$ cat src/rtl/cpu_eu.sv
// Execution unit of the 301 RISC: PC, IR, 8x16 register file and ALU,
// driven cycle by cycle by the sequencer's control word.
module cpu_eu #(
    parameter logic [15:0] PC_RESET = 16'h0000
) (
    input  logic        clk,
    input  logic        reset,
    input  logic [2:0]  W_Adr,
    input  logic [2:0]  R_Adr,
    input  logic [2:0]  S_Adr,
    input  logic        adr_sel,
    input  logic        s_sel,
    input  logic        pc_ld,
    input  logic        pc_inc,
    input  logic        pc_sel,
    input  logic        ir_ld,
    input  logic        rw_en,
    input  logic [3:0]  alu_op,
    input  logic [15:0] D_in,
    output logic [15:0] Address,
    output logic [15:0] D_out,
    output logic [15:0] IR,
    output logic        N,
    output logic        Z,
    output logic        C
);

    typedef enum logic [3:0] {
        ALU_PASS = 4'b0000,
        ALU_ADD  = 4'b0001,
        ALU_SUB  = 4'b0010,
        ALU_INC  = 4'b0011,
        ALU_DEC  = 4'b0100,
        ALU_SHL  = 4'b0101,
        ALU_SHR  = 4'b0110,
        ALU_AND  = 4'b0111,
        ALU_OR   = 4'b1000,
        ALU_XOR  = 4'b1001,
        ALU_NOT  = 4'b1010
    } alu_op_e;

    logic [15:0] rf [8];
    logic [15:0] pc;
    logic [15:0] r_data;
    logic [15:0] s_data;
    logic [15:0] b_opnd;
    logic [15:0] y;
    logic        carry;
    logic [16:0] wide;
    logic [15:0] br_off;
    logic [15:0] pc_next;
    alu_op_e     op;

    // Register reads are unbypassed: a same-cycle write is seen next cycle.
    assign r_data  = rf[R_Adr];
    assign s_data  = rf[S_Adr];
    assign b_opnd  = s_sel ? D_in : s_data;
    assign op      = alu_op_e'(alu_op);

    assign Address = adr_sel ? r_data : pc;
    assign D_out   = s_data;
    assign N       = y[15];
    assign Z       = (y == '0);
    assign C       = carry;

    always_comb begin
        y     = '0;
        carry = 1'b0;
        wide  = '0;
        case (op)
            ALU_PASS: y = b_opnd;
            ALU_ADD: begin
                wide  = {1'b0, r_data} + {1'b0, b_opnd};
                y     = wide[15:0];
                carry = wide[16];
            end
            // Bit 16 of the widened difference is the unsigned borrow.
            ALU_SUB: begin
                wide  = {1'b0, r_data} - {1'b0, b_opnd};
                y     = wide[15:0];
                carry = wide[16];
            end
            ALU_INC: begin
                y     = b_opnd + 16'd1;
                carry = &b_opnd;
            end
            ALU_DEC: begin
                y     = b_opnd - 16'd1;
                carry = ~|b_opnd;
            end
            ALU_SHL: begin
                y     = {b_opnd[14:0], 1'b0};
                carry = b_opnd[15];
            end
            ALU_SHR: begin
                y     = {1'b0, b_opnd[15:1]};
                carry = b_opnd[0];
            end
            ALU_AND: y = r_data & b_opnd;
            ALU_OR:  y = r_data | b_opnd;
            ALU_XOR: y = r_data ^ b_opnd;
            ALU_NOT: y = ~b_opnd;
            default: begin
                y     = '0;
                carry = 1'b0;
            end
        endcase
    end

    // Relative branches use the IR held before the edge, even when ir_ld is set.
    assign br_off = {{8{IR[7]}}, IR[7:0]};

    always_comb begin
        pc_next = pc;
        if (pc_ld)
            pc_next = pc_sel ? r_data : (pc + br_off);
        else if (pc_inc)
            pc_next = pc + 16'd1;
    end

    always_ff @(posedge clk) begin
        if (reset) begin
            pc <= PC_RESET;
            IR <= '0;
            for (int unsigned i = 0; i < 8; i++)
                rf[i] <= '0;
        end else begin
            pc <= pc_next;
            if (ir_ld)
                IR <= D_in;
            if (rw_en)
                rf[W_Adr] <= y;
        end
    end

endmodule

$ cat config.mk
export PLATFORM = sky130hd
export DESIGN_NAME = cpu_eu
export DESIGN_NICKNAME = d
export VERILOG_FILES = /design/src/rtl/cpu_eu.sv
export SDC_FILE = /design/constraint.sdc
export NUM_CORES = 1
export LEC_CHECK = 0
export CORE_ASPECT_RATIO = 1.75
export CORE_MARGIN = 5
export CORE_UTILIZATION = 61
export CTS_CLUSTER_SIZE = 25
export DETAILED_ROUTE_END_ITERATION = 12
export MAX_ROUTING_LAYER = met4
export PLACE_DENSITY = 0.82
export SYNTH_ARGS = -nofsm -noshare
export SYNTH_HDL_FRONTEND = slang
export SYNTH_SLANG_ARGS = --single-unit
$ cat constraint.sdc
create_clock -name clk -period 13.25 [get_ports clk]
set_clock_uncertainty 0.05 [all_clocks]
set_input_delay 3.975 -clock clk [delete_from_list [all_inputs] [get_ports clk]]
set_output_delay 3.975 -clock clk [all_outputs]
set_load 0.005 [all_outputs]
==> impl_metrics.json <==
{
  "totalNegativeSetupSlack_ps": 0,
  "design_power_total_mw": 1.69,
  "maximum_number_of_pins_on_one_net_before_global_route_repair": 34,
  "p_leak_nw": 6.46,
  "cp-endpoint": "Z",
  "ys_async_sr_fraction_pct": 0,
  "tritoncts_clock_tree": "done",
  "globalplace.congestion": 1.13,
  "fmax_mhz": 76.1,
  "crit_slowest_cell": "sky130_fd_sc_hd__clkdlybuf4s50_1",
  "worst_pin_slew_ps": 1170,
  "routed-via-count": 12400,
  "wirelength_um": 48200,
  "worstSetupStartpoint": "S_Adr[1]",
  "grtUsageTotal_pct": 40.7,
  "rows": 71,
  "reg2reg_depth": 18,
  "post-dp-hpwl_um": 35600,
  "hold_start": "IR[12]$_SDFFE_PP0P_",
  "worstSetupEndpointType": "output pin",
  "final-setup-viol-count": 0,
  "fillers": 1511,
  "vdd_ir_drop_max_uv": 135,
  "cell_count_post_placement": 1788,
  "synthCells": 1361,
  "min_period_over_period_pct": 99.2,
  "rsz0062_at_grt": "no",
  "synthToLayoutAreaGrowth_pct": 20.5,
  "crit_cells": 20,
  "cts_sinks": 160,
  "overflow": 0,
  "highest_metal_layer_with_signal_wires": "met4",
  "reg2reg_to": "rf[1][13]$_SDFFCE_PN0P_",
  "worstReg2RegStart": "rf[7][4]$_SDFFCE_PN0P_",
  "ant_nets": 0,
  "cp_data_required_time_ps": 9220,
  "hold_slack_ps": 454,
  "cts.clk_slew.worst_paths_ps": 80,
  "synth.net_count": 1480,
  "ant_cells": 0,
  "power.density_mw_per_mm2": 107,
  "cts_inserted_buffers": 17,
  "yosys.cell_types.count": 97,
  "cts_root_buf": "sky130_fd_sc_hd__clkbuf_16",
  "fp.dieArea_mm2": 0.0248,
  "drc": 0,
  "status": "complete, no violations",
  "dieWidth_um": 121,
  "synth.cell_area_mm2": 0.0132,
  "vias_per_cell": 6.80,
  "synth.avg_cell_area_um2": 9.68,
  "r2r_slack_ps": 8370,
  "core_area_mm2": 0.0214,
  "yosysWarningCount": 0,
  "edff_count_synth": 128,
  "grt_antenna_before_repair": 0,
  "hold_path.class": "reg -> reg",
  "drv_cap": 0,
  "relSlewSlack_pct": 21.6,
  "insertion_delay_ps": 450,
  "worst_path_cell_trace": "clkdlybuf4s50_1 > buf_12 > mux4_2 > mux2i_2 > nand2_1 > o21ai_0 > buf_4 > inv_1 > ha_1 > buf_4 > nand3_1 > or4_1 > a31oi_1 > o21ai_0 > a31oi_1 > o311a_1 > and3_1 > and4_1 > and4_1 > clkdlybuf4s50_1",
  "drt_iter0_markers": 888,
  "post-synth-top-area-cell": "sky130_fd_sc_hd__edfxtp_1",
  "detailedRoute.firstPassIterationCount": 6,
  "met3_length_um": 4000,
  "grt_pass1_vias": 12600,
  "met2RoutedLength_um": 24300,
  "number_of_ports_placed_on_the_die_boundary": 89,
  "timing.critical_path.fanout_max": 12,
  "worst-setup-path-type": "in -> out",
  "worst_setup_path_start_kind": "primary input",
  "yosysTopAreaCellShare_pct": 29.2,
  "port_buffers": 88,
  "clock_tree.buffer_depth": 2,
  "critical_path.n_buffers_inverters": 6,
  "finalWorstPathRequiredPeriod_ps": 13140,
  "num-nets-final": 1635,
  "critical-path-top-delay-family": "buffers and inverters",
  "final-instance-count-excl-fill": 1821,
  "drt-met1-wl_um": 15900,
  "timing.final.max_slew_violations": 0,
  "dieHeight_um": 204,
  "ys_flop_type": "sky130_fd_sc_hd__edfxtp_1",
  "timing_hold_violations_final": 0,
  "critPathMaxStageDelay_ps": 520,
  "clock_tree.htree_level_count": 4,
  "synth.yosys.seq_area_share_pct": 34.0,
  "post_route_cells_drive_above_1_share_pct": 20.1,
  "wl_per_cell_um": 26.5,
  "grt_first_pass_wirelength_um": 73400,
  "ys_seq_elements": 160,
  "initial_core_util_pct": 61.6,
  "synth_area_leaders": "sky130_fd_sc_hd__edfxtp_1 (29%), sky130_fd_sc_hd__mux4_2 (9.4%), sky130_fd_sc_hd__ha_1 (7.4%)",
  "worst-endpoint-arrival_ps": 9120,
  "cts_hold_buffers": 0
}
[kinds of logic after synthesis]
family,Yosys count,share of synthesized area [%]
adder cells (fa/ha/maj),81,7.86
flip-flops,160,34.0
AO/OA/AOI/OAI,305,16.8
AND/OR/NAND/NOR,486,17.5
buffers and inverters,148,4.63
XOR/XNOR,41,2.72
multiplexers,140,16.5
[layout by cell type, fill, tap and decap left out, drive strengths merged, types with 5 or more instances in the layout]
| cell | count |
|---|---|
| xnor2 | 27 |
| and2 | 10 |
| nor4 | 11 |
| clkinv | 9 |
| xor2 | 14 |
| edfxtp | 128 |
| o31ai | 7 |
| nor2b | 18 |
| a211oi | 22 |
| ha | 78 |
| and3 | 12 |
| a21o | 13 |
| o211ai | 14 |
| o21bai | 5 |
| o22ai | 9 |
| a2111oi | 6 |
| a22o | 6 |
| mux4 | 56 |
| or3 | 5 |
| nand4 | 13 |
| dfxtp | 32 |
| mux2 | 18 |
| nor3 | 24 |
| clkdlybuf4s50 | 86 |
| inv | 66 |
| clkbuf | 17 |
| nand2 | 84 |
| or2 | 8 |
| o21ai | 53 |
| nand3 | 21 |
| a221oi | 13 |
| nand2b | 15 |
| a21oi | 70 |
| mux2i | 66 |
| a31oi | 10 |
| buf | 137 |
| o21a | 10 |
| a221o | 5 |
| a22oi | 12 |
| nor2 | 234 |
[stage by stage]
stage               cell area (µm²)  util, %  setup slack [ps]
floorplan                     13200        -               484
global placement              15100     70.7             -43.7
detailed placement            15100     70.7              -163
CTS                           15800     73.6              18.5
global route                  15900     74.2              8.89
finish                        15900     74.2               107
[area by class of cell]
class | count | area (µm²) | share of cell area, %
sequential | 160 | 4480 | 28.2
clock buffer | 17 | 425 | 2.68
timing repair buffer | 223 | 1950 | 12.3
clock inverter | 15 | 173 | 1.09
tap | 292 | 365 | 2.30
multi-input combinational | 1053 | 8250 | 51.9
inverter | 61 | 234 | 1.47
[synthesized netlist by cell type, types with 13 or more instances]
master                     instances
sky130_fd_sc_hd__a211oi_1         17
sky130_fd_sc_hd__a21o_1           13
sky130_fd_sc_hd__a21oi_1          69
sky130_fd_sc_hd__clkbuf_1         69
sky130_fd_sc_hd__dfxtp_1          32
sky130_fd_sc_hd__edfxtp_1        128
sky130_fd_sc_hd__ha_1             78
sky130_fd_sc_hd__inv_1            58
sky130_fd_sc_hd__mux2_2           15
sky130_fd_sc_hd__mux2i_1          62
sky130_fd_sc_hd__mux4_2           55
sky130_fd_sc_hd__nand2_1          84
sky130_fd_sc_hd__nand2b_1         15
sky130_fd_sc_hd__nand3_1          21
sky130_fd_sc_hd__nand4_1          13
sky130_fd_sc_hd__nor2_1          234
sky130_fd_sc_hd__nor2b_1          18
sky130_fd_sc_hd__nor3_1           23
sky130_fd_sc_hd__o211ai_1         14
sky130_fd_sc_hd__o21ai_0          53
sky130_fd_sc_hd__xnor2_1          27
sky130_fd_sc_hd__xor2_1           14
[layer usage]
metal	track usage, %	up-vias
li1	-	5406
met3	6.04	245
met1	43.7	5906
met2	67.9	829
met4	29.3	0
met5	-	-
[state kept, by name, summed over array words and instances, names as in the netlist]
| register | count |
|---|---|
| IR | 16 |
| rf | 128 |
| pc | 16 |
[worst min path at each step]
stage | cells after the start | end
2_1_floorplan | 2 | IR[15]$_SDFFE_PP0P_
3_3_place_gp | 2 | IR[14]$_SDFFE_PP0P_
3_5_place_dp | 2 | IR[10]$_SDFFE_PP0P_
4_1_cts | 2 | IR[10]$_SDFFE_PP0P_
5_1_grt | 2 | IR[8]$_SDFFE_PP0P_
6_report | 2 | IR[12]$_SDFFE_PP0P_
[power breakdown]
part	internal [mW]	switching (mW)	leakage (nW)
registers	0.568	0.0199	1.59
logic	0.252	0.338	4.58
clock network	0.270	0.245	0.294
[worst reg2reg max path, stage by stage (launching register included)]
cell and delay, ps:
sky130_fd_sc_hd__edfxtp_1 410, sky130_fd_sc_hd__mux4_2 480, sky130_fd_sc_hd__mux2i_1 390, sky130_fd_sc_hd__inv_1 120
sky130_fd_sc_hd__ha_1 350, sky130_fd_sc_hd__buf_4 150, sky130_fd_sc_hd__nor2_1 150, sky130_fd_sc_hd__o211ai_1 180
sky130_fd_sc_hd__and3_1 280, sky130_fd_sc_hd__or4b_2 660, sky130_fd_sc_hd__a311oi_2 290, sky130_fd_sc_hd__buf_4 170
sky130_fd_sc_hd__nor2_1 70, sky130_fd_sc_hd__a31oi_1 180, sky130_fd_sc_hd__o21ai_0 130, sky130_fd_sc_hd__a211oi_2 200
sky130_fd_sc_hd__buf_4 140, sky130_fd_sc_hd__buf_4 150, sky130_fd_sc_hd__nor2_1 70
[timing repair]
item                                    4_1_cts  5_1_grt
gates cloned                                  0        0
resized for setup                             7       23
pin swaps                                     0        4
endpoints found under the setup margin        1        2
endpoints found under the hold margin         0        0
setup buffers                                 0        1
No activity file was read; power rests on OpenSTA's default activity.
